<file path="config.mk">
export PLATFORM = sky130hd
export DESIGN_NAME = irq_collector
export DESIGN_NICKNAME = d
export VERILOG_FILES = /design/src/rtl/irq_collector_pkg.sv /design/src/rtl/irq_collector_edge_detect.sv /design/src/rtl/irq_collector.sv
export SDC_FILE = /design/constraint.sdc
export NUM_CORES = 1
export LEC_CHECK = 0
export BUFFER_PORTS_ARGS = -buffer_cell sky130_fd_sc_hd__buf_2
export CORE_UTILIZATION = 48
export CTS_CLUSTER_DIAMETER = 200
export DETAILED_ROUTE_END_ITERATION = 10
export GPL_TIMING_DRIVEN = 0
export PLACE_DENSITY = 0.88
export SYNTH_ARGS = -nofsm -noshare
export SYNTH_HDL_FRONTEND = slang
export SYNTH_SLANG_ARGS = --single-unit
</file>
<file path="constraint.sdc">
create_clock -name clk -period 3.9 [get_ports clk]
set_clock_uncertainty 0.2 [all_clocks]
set_input_delay 0.78 -clock clk [delete_from_list [all_inputs] [get_ports clk]]
set_output_delay 0.78 -clock clk [all_outputs]
set_load 0.05 [all_outputs]
</file>
<file path="src/rtl/irq_collector_pkg.sv">
// Shared definitions for the irq_collector slice.
//   irq_state_e : states of the irq_o re-trigger machine
//   MaxSrc      : upper limit for NUM_SRC
package irq_collector_pkg;

    typedef enum logic [1:0] {
        StIdle   = 2'd0,  // irq_o low, nothing masked pending
        StActive = 2'd1,  // irq_o high
        StGap    = 2'd2   // irq_o forced low for one clock after a drop
    } irq_state_e;

    localparam int unsigned MaxSrc = 32;

endpackage

</file>
<file path="src/rtl/irq_collector_edge_detect.sv">
// Rising-edge detector for one interrupt source.
//   clk      : system clock
//   reset_n  : asynchronous active-low reset
//   src_i    : raw source level/pulse
//   ev_o     : 1-cycle event on a rising edge of the (optionally synced) source
// A level already high when reset is released does not produce an event: detection
// is held off until the history flop has seen a valid sample of the source.
module irq_collector_edge_detect #(
    parameter bit SYNC_INPUTS = 1'b0
) (
    input  logic clk,
    input  logic reset_n,
    input  logic src_i,
    output logic ev_o
);

    // Edges needed after reset before the history flop holds a real sample.
    localparam int unsigned PrimeLen = SYNC_INPUTS ? 3 : 1;

    logic                s;
    logic                hist_q;
    logic [PrimeLen-1:0] prime_q;

    if (SYNC_INPUTS) begin : g_sync
        logic [1:0] sync_q;
        always_ff @(posedge clk or negedge reset_n) begin
            if (!reset_n) begin
                sync_q <= 2'b00;
            end else begin
                sync_q <= {sync_q[0], src_i};
            end
        end
        assign s = sync_q[1];
    end else begin : g_nosync
        assign s = src_i;
    end

    always_ff @(posedge clk or negedge reset_n) begin
        if (!reset_n) begin
            hist_q  <= 1'b0;
            prime_q <= '0;
        end else begin
            hist_q  <= s;
            prime_q <= (prime_q << 1) | PrimeLen'(1);
        end
    end

    assign ev_o = s & ~hist_q & prime_q[PrimeLen-1];

endmodule

</file>
<file path="src/rtl/irq_collector.sv">
// Collects timer underflow events into W1C pending bits and drives one level
// interrupt to the PS.
//   clk          : system clock
//   reset_n      : asynchronous active-low reset
//   src_i        : timer interrupt per source (pulse or level, rising edge = event)
//   arm_i        : timer restart pulse per source, drops a stale pending bit
//   mask_i       : 1 = source may assert irq_o
//   clr_valid_i  : strobe applying clr_bits_i
//   clr_bits_i   : write-1-to-clear pattern for pending and overrun
//   pending_o    : latched events, unmasked
//   overrun_o    : sticky, event arrived while already pending
//   irq_o        : registered level interrupt
module irq_collector
    import irq_collector_pkg::*;
#(
    parameter int unsigned NUM_SRC     = 4,
    parameter bit          SYNC_INPUTS = 1'b0
) (
    input  logic               clk,
    input  logic               reset_n,
    input  logic [NUM_SRC-1:0] src_i,
    input  logic [NUM_SRC-1:0] arm_i,
    input  logic [NUM_SRC-1:0] mask_i,
    input  logic               clr_valid_i,
    input  logic [NUM_SRC-1:0] clr_bits_i,
    output logic [NUM_SRC-1:0] pending_o,
    output logic [NUM_SRC-1:0] overrun_o,
    output logic               irq_o
);

    logic [NUM_SRC-1:0] ev;
    logic [NUM_SRC-1:0] clr;
    logic [NUM_SRC-1:0] pending_d, pending_q;
    logic [NUM_SRC-1:0] overrun_d, overrun_q;
    logic               any_next;
    logic               keep;
    irq_state_e         state_q;
    logic               irq_q;

    for (genvar i = 0; i < NUM_SRC; i++) begin : g_src
        irq_collector_edge_detect #(
            .SYNC_INPUTS (SYNC_INPUTS)
        ) u_edge (
            .clk     (clk),
            .reset_n (reset_n),
            .src_i   (src_i[i]),
            .ev_o    (ev[i])
        );
    end

    always_comb begin
        clr       = clr_valid_i ? clr_bits_i : '0;
        // Set wins over W1C and arm.
        pending_d = ev | (pending_q & ~(clr | arm_i));
        // Set wins over W1C; arm never touches overrun history.
        overrun_d = (ev & pending_q) | (overrun_q & ~clr);
        any_next  = |(pending_d & mask_i);
        // A masked bit that was pending and stays pending keeps irq_o high. Bits newly
        // latched in the same cycle that the old ones go away do not, so the PS sees
        // a fresh rising edge.
        keep      = |(pending_d & pending_q & mask_i);
    end

    always_ff @(posedge clk or negedge reset_n) begin
        if (!reset_n) begin
            pending_q <= '0;
            overrun_q <= '0;
        end else begin
            pending_q <= pending_d;
            overrun_q <= overrun_d;
        end
    end

    always_ff @(posedge clk or negedge reset_n) begin
        if (!reset_n) begin
            state_q <= StIdle;
            irq_q   <= 1'b0;
        end else begin
            unique case (state_q)
                StIdle: begin
                    if (any_next) begin
                        state_q <= StActive;
                        irq_q   <= 1'b1;
                    end
                end
                StActive: begin
                    if (!keep) begin
                        state_q <= StGap;
                        irq_q   <= 1'b0;
                    end
                end
                StGap: begin
                    state_q <= any_next ? StActive : StIdle;
                    irq_q   <= any_next;
                end
                default: begin
                    state_q <= StIdle;
                    irq_q   <= 1'b0;
                end
            endcase
        end
    end

    assign pending_o = pending_q;
    assign overrun_o = overrun_q;
    assign irq_o     = irq_q;

endmodule
</file>
==> summary.txt <==
Floorplanning
  – Floorplan core area: 1190 um2
  – Die Ht: 39.1 um
  – IO Count: 28
  – Starting Density: 55.6%
  – Die area: 1530 um2
  – Die X: 39.1 um
  – Row cnt: 12

Logic synthesis
  – Syn avg cell area: 11.2 um2
  – Seq/Total Area, Yosys: 60.7%
  – Yosys warns: 0
  – FF+latch count, synth: 16
  – Unique masters post-synth: 19
  – Synthesized area: 659 um2
  – Synth Instances: 59
  – Net Count, Synth: 78

Route
  – Iter 0 DRT Violations: 17
  – Routed WL: 1460 um
  – Routed vias/inst: 5.55
  – Drt first pass iters: 4
  – WL/cell: 14.0 um
  – Drc violations: 0
  – Antenna Nets Post-Route: 0
  – Vias after detailed routing: 577

Finish
  – Most frequent cells in the layout: buf_2, dfrtp_1, nand2_1
  – Most common cell after layout, fill and taps aside: buf_2
  – ANT cells: 0
  – Share of layout cells above drive strength 1: 42.2%
  – Sequential cell area: 400 um2
  – Non-filler instance count after layout: 104
  – Area grow syn2layout: 28.7%
  – Multi-input logic area: 229 um2
  – Net count, final: 110
  – Filler Cell Count: 108

Clock tree
  – Total CTS buffers: 3
  – Clock root buffer master: clkbuf_4
  – CTS Buffer Depth: 2
  – Clk slew on worst S/H paths: 0.09 ns
  – Number of H-tree levels: 1
  – Post-CTS sizing: 0
  – Post-CTS Setup Repair Bufs: 0
  – CTS Hold Bufs: 0
  – CTS sink count: 16
  – CTS tree: yes
  – Skew-Pair Late Insertion Delay: 0.28 ns

Timing
  – Setup TNS: 0 ns
  – Hold Violations, Final: 0
  – Min cycle time layout: 1.92 ns
  – Fmax: 521 MHz
  – Crit share post-route: 49.3%
  – Fin. max-slew vios: 0
  – Final setup vio count: 0
  – RSZ-0062 raised after global routing: false

Flow run
  – Max-Cap Viols: 0

Worst setup path
  – CP bufs+invs: 1
  – Critical Path End Type: flip-flop
  – Crit path launch type: input port
  – Worst r2r path cells: 5
  – Cell Chain, Critical Path: buf_2, and2_4, o32ai_2, a222oi_1, a21oi_1, a31o_1
  – Critical Path Slowest Stage Cell: a222oi_1
  – Worst Path Required: 3.88 ns
  – CP max FO: 6
  – Critical Path AT: 1.90 ns
  – CP Class: input port to flip-flop
  – Flop2flop setup slack: 2.24 ns
  – Reg2reg end: state_q[0]
  – Max stage delay on crit path: 0.36 ns
  – Critical R2R Launch: g_src[3].u_edge.prime_q
  – CP top delay family: compound AO/OA/AOI/OAI gates

Power
  – Peak VDD IR: 0.273 mV
  – Pwr Density: 463 nW/um2
  – Leakage: 0.433 nW

Place
  – DPL Wire Length: 1130 um
  – Port Buffers: 27
  – GP Congestion: 0.771
  – Cells after DPL: 100

Worst hold path
  – Class of the worst hold path: input port to asynchronous set/reset pin

GRT
  – Antenna violations before repair: 0
  – First-pass GRT wire length: 2370 um
  – GRT Total Usage: 24.2%
  – Vias in the first global route: 578
  – Largest net degree at the start of global routing: 17
  – Total gr overflow: 0

Status
  – Status: finished clean
==> report_power, final <==
group          switching [mW]  internal [mW]  total (mW)
Clock                  0.0494         0.0568       0.106
Sequential             0.0108          0.182       0.193
Combinational          0.0640         0.0300      0.0939
==> layout make-up <==
type | count | share of cell area (%)
clock buffer | 4 | 4.28
sequential | 16 | 47.2
tap | 14 | 2.06
multi-input combinational | 35 | 27.0
timing repair buffer | 27 | 15.9
inverter | 8 | 3.54
==> logic make-up (layout without fill, tap and decap cells) <==
logic type	Yosys count	after routing	share of synthesized area (%)
AOI/OAI and AO/OA	17	17	21.3
DFF	16	16	60.7
and+or+nand+nor	17	17	12.9
buffers and inverters	8	39	4.55
other	1	1	0.569
==> metal layers <==
layer	share of wire, %	global-route usage, %	wire, um	vias to the layer above
met3	5.8	4.05	85	4
li1	-	-	-	267
met1	41	26.0	593	279
met2	51	42.5	745	27
met5	0	0	0	-
met4	2.3	16.4	33	0
==> registers in the layout, summed over array words and instances (netlist names) <==
register              count
g_src.u_edge.prime_q      1
overrun_o                 4
g_src.u_edge.hist_q       4
pending_o                 4
irq_o                     1
state_q                   2
==> how the worst max path moves through the flow <==
| stage | startpoint | endpoint | slack, ns | depth (start not counted) |
|---|---|---|---|---|
| after floorplan | clr_bits_i[2] | state_q[0] | 1.98 | 5 |
| after global placement | clr_valid_i | irq_o | 1.74 | 6 |
| after detailed placement | clr_valid_i | state_q[0] | 1.72 | 6 |
| after CTS | pending_o[0] | pending_o[0] | 1.97 | 1 |
| after global routing | clr_valid_i | irq_o | 1.91 | 6 |
| final | clr_valid_i | state_q[0] | 1.98 | 6 |
==> cells in the mapped netlist <==
library cell / n / area share, %
dfrtp_1: 16 / 61
conb_1: 1 / 0.57
o21ai_0: 4 / 3.0
nor2b_1: 1 / 0.95
and2_2: 1 / 1.1
nand3b_1: 2 / 2.3
o32ai_2: 2 / 4.9
a21o_2: 2 / 2.7
inv_1: 8 / 4.6
a21oi_1: 3 / 2.3
and2_4: 1 / 1.3
o22a_2: 1 / 1.5
nor3_1: 1 / 0.76
a31o_1: 1 / 1.3
nand2_1: 10 / 5.7
a311oi_1: 1 / 1.3
a222oi_1: 1 / 1.5
nand3_1: 1 / 0.76
o32ai_1: 2 / 2.7
==> through the flow <==
stage / total power, mW / util, % / area (um2) / hold WS, ns / worst slack (ns)
finish: 0.393 / 71.5 / 848 / 0.189 / 1.98
global route: 0.411 / 71.5 / 848 / 0.200 / 1.91
CTS: 0.397 / 71.5 / 848 / 0.192 / 1.97
detailed placement: 0.289 / 68.5 / 812 / 0.254 / 1.72
global placement: 0.285 / 68.5 / 812 / 0.256 / 1.74
floorplan: 0.257 / - / 659 / 0.230 / 1.98
No activity file was read; power rests on OpenSTA's default activity.
